$ cat config.mk
export PLATFORM = sky130hd
export DESIGN_NAME = lives_ctrl
export DESIGN_NICKNAME = d
export VERILOG_FILES = /design/src/rtl/lives_ctrl_pkg.sv /design/src/rtl/lives_ctrl_frame_timer.sv /design/src/rtl/lives_ctrl.sv
export SDC_FILE = /design/constraint.sdc
export NUM_CORES = 1
export LEC_CHECK = 0
export CORE_MARGIN = 4
export CORE_UTILIZATION = 40
export DETAILED_ROUTE_END_ITERATION = 8
export SLEW_MARGIN = 15
export SYNTH_ARGS = -nofsm -noshare
export SYNTH_HDL_FRONTEND = slang
export SYNTH_SLANG_ARGS = --single-unit
$ cat constraint.sdc
create_clock -name clk -period 2 [get_ports clk]
set_input_delay 0.4 -clock clk [delete_from_list [all_inputs] [get_ports clk]]
set_output_delay 0.4 -clock clk [all_outputs]
set_load 0.01 [all_outputs]
$ cat src/rtl/lives_ctrl_pkg.sv
// Shared definitions for the lives manager: state encoding and default tuning
// values used by the overlay and the game logic.
package lives_ctrl_pkg;

    typedef enum logic [1:0] {
        PLAY   = 2'd0,
        INVULN = 2'd1,
        DEAD   = 2'd2
    } lives_state_t;

    localparam int unsigned DEF_MAX_LIVES     = 2;
    localparam int unsigned DEF_INVULN_FRAMES = 120;
    localparam int unsigned DEF_BLINK_SHIFT   = 3;
    localparam int unsigned FRAME_CNT_W       = 8;
    localparam int unsigned LIVES_W           = 2;

endpackage

$ cat src/rtl/lives_ctrl_frame_timer.sv
// 8-bit frame counter with clear, frame_tick enable and terminal-count compare;
// wraps to zero on an enabled tick at terminal count.
module frame_timer
    import lives_ctrl_pkg::*;
#(
    parameter int unsigned TERMINAL = DEF_INVULN_FRAMES
) (
    input  logic                   clk,
    input  logic                   reset,
    input  logic                   clr,
    input  logic                   en,
    output logic [FRAME_CNT_W-1:0] cnt,
    output logic [FRAME_CNT_W-1:0] cnt_nxt_c,
    output logic                   tc_c
);

    assign tc_c = (cnt == FRAME_CNT_W'(TERMINAL - 1));

    always_comb begin
        cnt_nxt_c = cnt;
        if (clr) begin
            cnt_nxt_c = '0;
        end else if (en) begin
            cnt_nxt_c = tc_c ? '0 : cnt + FRAME_CNT_W'(1);
        end
    end

    always_ff @(posedge clk) begin
        if (reset) begin
            cnt <= '0;
        end else begin
            cnt <= cnt_nxt_c;
        end
    end

endmodule

$ cat src/rtl/lives_ctrl.sv
// Lives manager: damage with frame-counted invulnerability, heart blink, game over.
// Optional bonus life is built only when LIVES_BONUS_EN is defined.
module lives_ctrl
    import lives_ctrl_pkg::*;
#(
    parameter int unsigned MAX_LIVES     = DEF_MAX_LIVES,
    parameter int unsigned INVULN_FRAMES = DEF_INVULN_FRAMES,
    parameter int unsigned BLINK_SHIFT   = DEF_BLINK_SHIFT
) (
    input  logic               clk,
    input  logic               reset,
    input  logic               frame_tick,
    input  logic               hit,
    input  logic               bonus,
    input  logic               restart,
    output logic [LIVES_W-1:0] lives,
    output logic               heart_blank,
    output logic               invuln,
    output logic               game_over,
    output logic               life_lost
);

    localparam logic [LIVES_W-1:0] LIVES_FULL = LIVES_W'(MAX_LIVES);

    lives_state_t             state, state_nxt;
    logic [LIVES_W-1:0]       lives_nxt;
    logic                     life_lost_nxt;
    logic                     tmr_clr, tmr_en, tmr_tc;
    logic [FRAME_CNT_W-1:0]   frame_cnt, frame_cnt_nxt;
    logic                     bonus_ok;

`ifdef LIVES_BONUS_EN
    assign bonus_ok = bonus && !hit && (lives < LIVES_FULL);
`else
    logic unused_bonus;
    assign unused_bonus = bonus;
    assign bonus_ok     = 1'b0;
`endif

    frame_timer #(.TERMINAL(INVULN_FRAMES)) u_timer (
        .clk       (clk),
        .reset     (reset),
        .clr       (tmr_clr),
        .en        (tmr_en),
        .cnt       (frame_cnt),
        .cnt_nxt_c (frame_cnt_nxt),
        .tc_c      (tmr_tc)
    );

    // Next-state, lives and timer control; restart overrides everything below it.
    always_comb begin
        state_nxt     = state;
        lives_nxt     = lives;
        life_lost_nxt = 1'b0;
        tmr_clr       = 1'b0;
        tmr_en        = 1'b0;
        if (restart) begin
            state_nxt = PLAY;
            lives_nxt = LIVES_FULL;
            tmr_clr   = 1'b1;
        end else begin
            case (state)
                PLAY: begin
                    if (hit) begin
                        life_lost_nxt = 1'b1;
                        tmr_clr       = 1'b1;
                        if (lives > LIVES_W'(1)) begin
                            lives_nxt = lives - LIVES_W'(1);
                            state_nxt = INVULN;
                        end else begin
                            lives_nxt = '0;
                            state_nxt = DEAD;
                        end
                    end else if (bonus_ok) begin
                        lives_nxt = lives + LIVES_W'(1);
                    end
                end
                INVULN: begin
                    tmr_en = frame_tick;
                    if (frame_tick && tmr_tc) begin
                        state_nxt = PLAY;
                    end
                    if (bonus_ok) begin
                        lives_nxt = lives + LIVES_W'(1);
                    end
                end
                DEAD: begin
                    state_nxt = DEAD;
                end
                default: begin
                    state_nxt = PLAY;
                    tmr_clr   = 1'b1;
                end
            endcase
        end
    end

    always_ff @(posedge clk) begin
        if (reset) begin
            state       <= PLAY;
            lives       <= LIVES_FULL;
            life_lost   <= 1'b0;
            invuln      <= 1'b0;
            game_over   <= 1'b0;
            heart_blank <= 1'b0;
        end else begin
            state       <= state_nxt;
            lives       <= lives_nxt;
            life_lost   <= life_lost_nxt;
            invuln      <= (state_nxt == INVULN);
            game_over   <= (state_nxt == DEAD);
            heart_blank <= (state_nxt == INVULN) && frame_cnt_nxt[BLINK_SHIFT];
        end
    end

endmodule

==> results.cfg <==
[worst_setup_path]
r2r_slack_ns = 0.37
path_max_fanout = 6
startpoint = restart
critPathCapture = u_timer.cnt[4]
arrival_ns = 1.95
critical_path_class = in2reg
endpoint_kind = flip-flop
rr_endpoint = u_timer.cnt[4]
rr_startpoint = state[0]
worst_ep_required_time_ns = 2.20
reg2reg_depth = 4
crit_path_start_kind = input pin

[sta]
slew_viol_final = 0
rsz0062_at_grt = no
setup-tns-final_ns = 0
min_period_ns = 1.75
hold_viol_final = 0
fin_crit_sh = 0.876
slew_headroom = 0.813
worst_pin_slew_ns = 0.279
fmax_ghz = 0.571
fin_hold_ws_ns = 0.505
finalSetupViolCount = 0
fin_skew_ns = 0.00216

[global_routing]
use_met2 = 0.207
busiest_layer = met1
globalRouteMet3Util = 0.0267
first_global_vias = 636
met1_usage = 0.207
antenna_found_initial = 0
grtUsageTotal = 0.144
grt_pass1_wl_um = 2800
grt_max_degree = 10
grt-ovfl-total = 0

[clock_network]
clock_latency_ns = 0.28
cts_tree = yes
clk_path_buf_depth = 2
hold_buffers = 0
cts.htree.levels = 1
cts_setup_buffers = 0
clock_sinks = 16
clk_pin_slew_worst_paths_ns = 0.09
cts_root_buf = clkbuf_4
cts_made_buffers = 3
ctsResizeCount = 0

[floorplan]
coreArea_um2 = 1710
rows = 15
die_area_um2 = 2530
ioPinCount = 12
die_w_um = 50.3
fp.dieH_um = 50.3
floorplan.initialDensity = 0.419

[finish]
finalNetCount = 105
layout_commonest_cell = dfxtp_1
drive_gt1_frac = 0.206
syn_to_final_growth_pct = 33.2
fill_cells = 167
final_cells = 122
layout_common_cells = dfxtp_1 (16), clkdlybuf4s50_1 (10), buf_4 (10)
insertedDiodeCount = 0
post-route-util = 0.558

[job]
max_cap_viol_count = 0

[power_and_ir_drop]
power.total_w = 0.000599
peakVddDrop_mv = 0.346
power_density_nw_per_um2 = 628
p_leak_nw = 0.311

[logic_synthesis]
yosys_warnings = 0
avgSynthCellArea_um2 = 9.67
synth.distinct_cells = 29
synth_nets = 81
syn-cell-area_um2 = 716
synth_top_area_cell = dfxtp_1
async_flop_share = 0
yosys_most_used_dff = dfxtp_1
yosys.area.top_type_share = 0.448
synth-seq-cells = 16
yosys-top-cells-area = dfxtp_1 (45%), a211oi_1 (4.2%), a21oi_1 (3.5%)
synth_edf_count = 0
synth_cells = 74
ys_seq_area_frac = 0.448

[detailed_routing]
wl_um = 1530
ant_nets = 0
detail_route.vias_per_cell = 5.42
wl_per_cell_um = 12.5
drt_first_pass_iters = 4
drt_iter0_drc = 22
vias = 661
drc = 0

[placement]
dp_cells = 118
gp_congestion = 0.740
dp_hpwl_um = 1160
io_buffers = 10

[outcome]
status = completed

[min_path]
hp-class = reg2reg
hold_depth = 2
-- registers in the layout, summed over array words and instances (netlist names) --
| register | count |
|---|---|
| u_timer.cnt | 8 |
| invuln | 1 |
| heart_blank | 1 |
| state | 2 |
| life_lost | 1 |
| lives | 2 |
| game_over | 1 |
-- kinds of logic (layout without fill, tap and decap cells) --
group / Yosys count / after routing / share of synthesized area
XOR/XNOR: 1 / 1 / 0.0122
multiplexers: 2 / 2 / 0.0280
AND/OR/NAND/NOR: 32 / 32 / 0.306
buffers and inverters: 3 / 26 / 0.0175
flip-flops: 16 / 16 / 0.448
AO/OA/AOI/OAI: 19 / 19 / 0.171
adder cells (fa/ha/maj): 1 / 1 / 0.0175
-- stage by stage --
step | setup WS [ns] | area (um2)
floorplan | 0.482 | 716
global placement | -0.0327 | 917
detailed placement | -0.0222 | 917
CTS | 0.258 | 953
global route | 0.166 | 953
finish | 0.247 | 953
-- worst min path at each step --
stage / start / endpoint / slack [ns]
floorplan: u_timer.cnt[7] / u_timer.cnt[7] / 0.46
global placement: lives[1] / lives[1] / 0.49
detailed placement: lives[1] / lives[1] / 0.49
CTS: lives[1] / lives[1] / 0.50
global route: lives[1] / lives[1] / 0.55
finish: u_timer.cnt[7] / u_timer.cnt[7] / 0.51
-- critical path, cell delays in order --
cell and delay [ns]:
clkdlybuf4s50_1 0.42, nand4bb_1 0.33, buf_4 0.24, or3_1 0.34, a211oi_1 0.23
-- layout make-up --
| cell class | instances | area, um2 | area share |
|---|---|---|---|
| sequential | 16 | 320 | 0.336 |
| tap | 25 | 31.3 | 0.0328 |
| multi-input combinational | 55 | 383 | 0.402 |
| inverter | 2 | 7.51 | 0.00787 |
| clock buffer | 4 | 36.3 | 0.0381 |
| timing repair buffer | 20 | 175 | 0.184 |
-- cell usage after synthesis (3+ instances only) --
master,instances
a211oi_1,4
o31ai_1,3
nand2_1,4
nor3_1,5
o21ai_0,5
dfxtp_1,16
nand3_1,4
a21oi_1,5
-- report_power, final --
| group | internal, W | total, W | switching [W] |
|---|---|---|---|
| registers | 0.000324 | 0.000329 | 0.00000502 |
| clock network | 0.000111 | 0.000214 | 0.000104 |
| logic | 0.0000318 | 0.0000552 | 0.0000233 |
-- routing by layer --
layer | part of all wire | vias up
li1 | - | 334
met1 | 0.52 | 303
met2 | 0.42 | 22
met3 | 0.049 | 2
met4 | 0.0092 | 0
met5 | 0 | -
No activity file was read; power rests on OpenSTA's default activity.
==> RTL change: new RTL, same settings <==
Register the output `life_lost` once more, with the module's reset; this adds one clock of latency there. The other outputs are not delayed to match.
--- a/src/rtl/lives_ctrl.sv
+++ b/src/rtl/lives_ctrl.sv
@@ -22,4 +22,6 @@
 
     localparam logic [LIVES_W-1:0] LIVES_FULL = LIVES_W'(MAX_LIVES);
+
+    logic life_lost_s0;
 
     lives_state_t             state, state_nxt;
@@ -100,5 +102,5 @@
             state       <= PLAY;
             lives       <= LIVES_FULL;
-            life_lost   <= 1'b0;
+            life_lost_s0 <= 1'b0;
             invuln      <= 1'b0;
             game_over   <= 1'b0;
@@ -107,5 +109,5 @@
             state       <= state_nxt;
             lives       <= lives_nxt;
-            life_lost   <= life_lost_nxt;
+            life_lost_s0 <= life_lost_nxt;
             invuln      <= (state_nxt == INVULN);
             game_over   <= (state_nxt == DEAD);
@@ -114,4 +116,12 @@
     end
 
+    always_ff @(posedge clk) begin
+        if (reset) begin
+            life_lost <= '0;
+        end else begin
+            life_lost <= life_lost_s0;
+        end
+    end
+
 endmodule
 
Function: changed (a bounded check fails within 4 cycles, from zero or initial values and one cycle with reset high).
==> RTL change against the original RTL <==
Total power decreased by 4.4%; register-to-register slack improved by 0.21 ns; clock power decreased by 16%; sequential cell count increased by 1; cell count decreased by 19%; setup slack improved by 0.14 ns; critical path type is now reg -> out; combinational power decreased by 21%; design area decreased by 13%; largest power group unchanged; routed wire length decreased by 24%; fmax increased by 8.7%; non-clock buffer count decreased by 9; sequential share of layout area increased by 7.5 points; synthesized area decreased by 3.1%; core utilization decreased by 3.3 points.
==> RTL change: results (changes against the original RTL) <==
status=finished, final reports clean; GP Congestion=0.676 (-8.7%); Worst Hold Margin=0.444 ns (-0.0608 ns); NumNets Final=91 (-13%); peak supply drop=0.280 mV (-19%); number of global-route vias before repair=468 (-26%); switching portion of total power=22.2% (+0.14 points); final worst clock skew=0.00419 ns (+0.00203 ns); Syn-to-layout area delta=19.5%; final cycle utilization of the critical path=80.7% (-7.0 points); power of the sequential group=0.349 mW (+6.1%); number of cells traversed by the worst register-to-register path=5 (+1); routed length on met3=63 um (-16%); setup slack on the worst flop-to-flop path=0.58 ns (+0.21 ns); reported leakage power=0.330 nW (+6.1%); Mean Syn Cell Area=9.76 um2 (+0.95%); combinational power=0.0435 mW (-21%); met3 Track Usage GR=3.92% (+1.2 points); met2 wirelength from detailed routing=442 um (-31%); list of most frequent post-synthesis cells=sky130_fd_sc_hd__dfxtp_1, sky130_fd_sc_hd__nor2_1, sky130_fd_sc_hd__xor2_1; worst hold stages=1 (-1); Placed Instance Area=802 um2 (-13%); detailed-placement wirelength estimate=821 um (-29%); Total Routing Usage GR=11.1% (-3.3 points); total number of vias=521 (-21%); fraction of final layout cells with drive strength greater than 1=12.0% (-8.6 points); main area contributors after synthesis=sky130_fd_sc_hd__dfxtp_1, sky130_fd_sc_hd__xor2_1, sky130_fd_sc_hd__nor2_1; crit-path max cell delay=0.55 ns (+0.13 ns); Clock net power=0.180 mW (-16%); number of nets produced by synthesis=78 (-3.7%); DRT Wirelength=1.16 mm (-24%); dominant delay contributor by cell family on the critical path=buffers and inverters; number of filler cells placed in the layout=156 (-6.6%); M2 GR Usage=13.2% (-7.4 points); total routed wire length on the met1 layer=615 um (-23%); transition time of the tightest slew-check pin=0.247 ns (-0.0318 ns)
[RTL change: cells by family (layout without fill, tap and decap cells)]
| kind of cell | Yosys count | count (layout) | synth area share (%) |
|---|---|---|---|
| adder cells (fa/ha/maj) | 1 | 1 | 1.80 |
| flip-flops | 17 | 17 | 49.1 |
| XOR/XNOR | 6 | 6 | 7.58 |
| buffers and inverters | 4 | 16 | 3.25 |
| AO/OA/AOI/OAI | 5 | 5 | 4.15 |
| multiplexers | 3 | 3 | 4.33 |
| AND/OR/NAND/NOR | 35 | 35 | 29.8 |
[RTL change: worst paths after layout]
check	from	end
worst min register to register	life_lost_s0	life_lost
worst max register to register	u_timer.cnt[0]	heart_blank
worst max-delay path	lives[0]	lives[0]
worst min-delay path	life_lost_s0	life_lost
[RTL change: final cells by class]
class	count	area share, %
clock buffer	4	3.17
tap	16	2.42
timing repair buffer	11	13.0
sequential	17	41.1
inverter	1	0.453
multi-input combinational	50	39.9
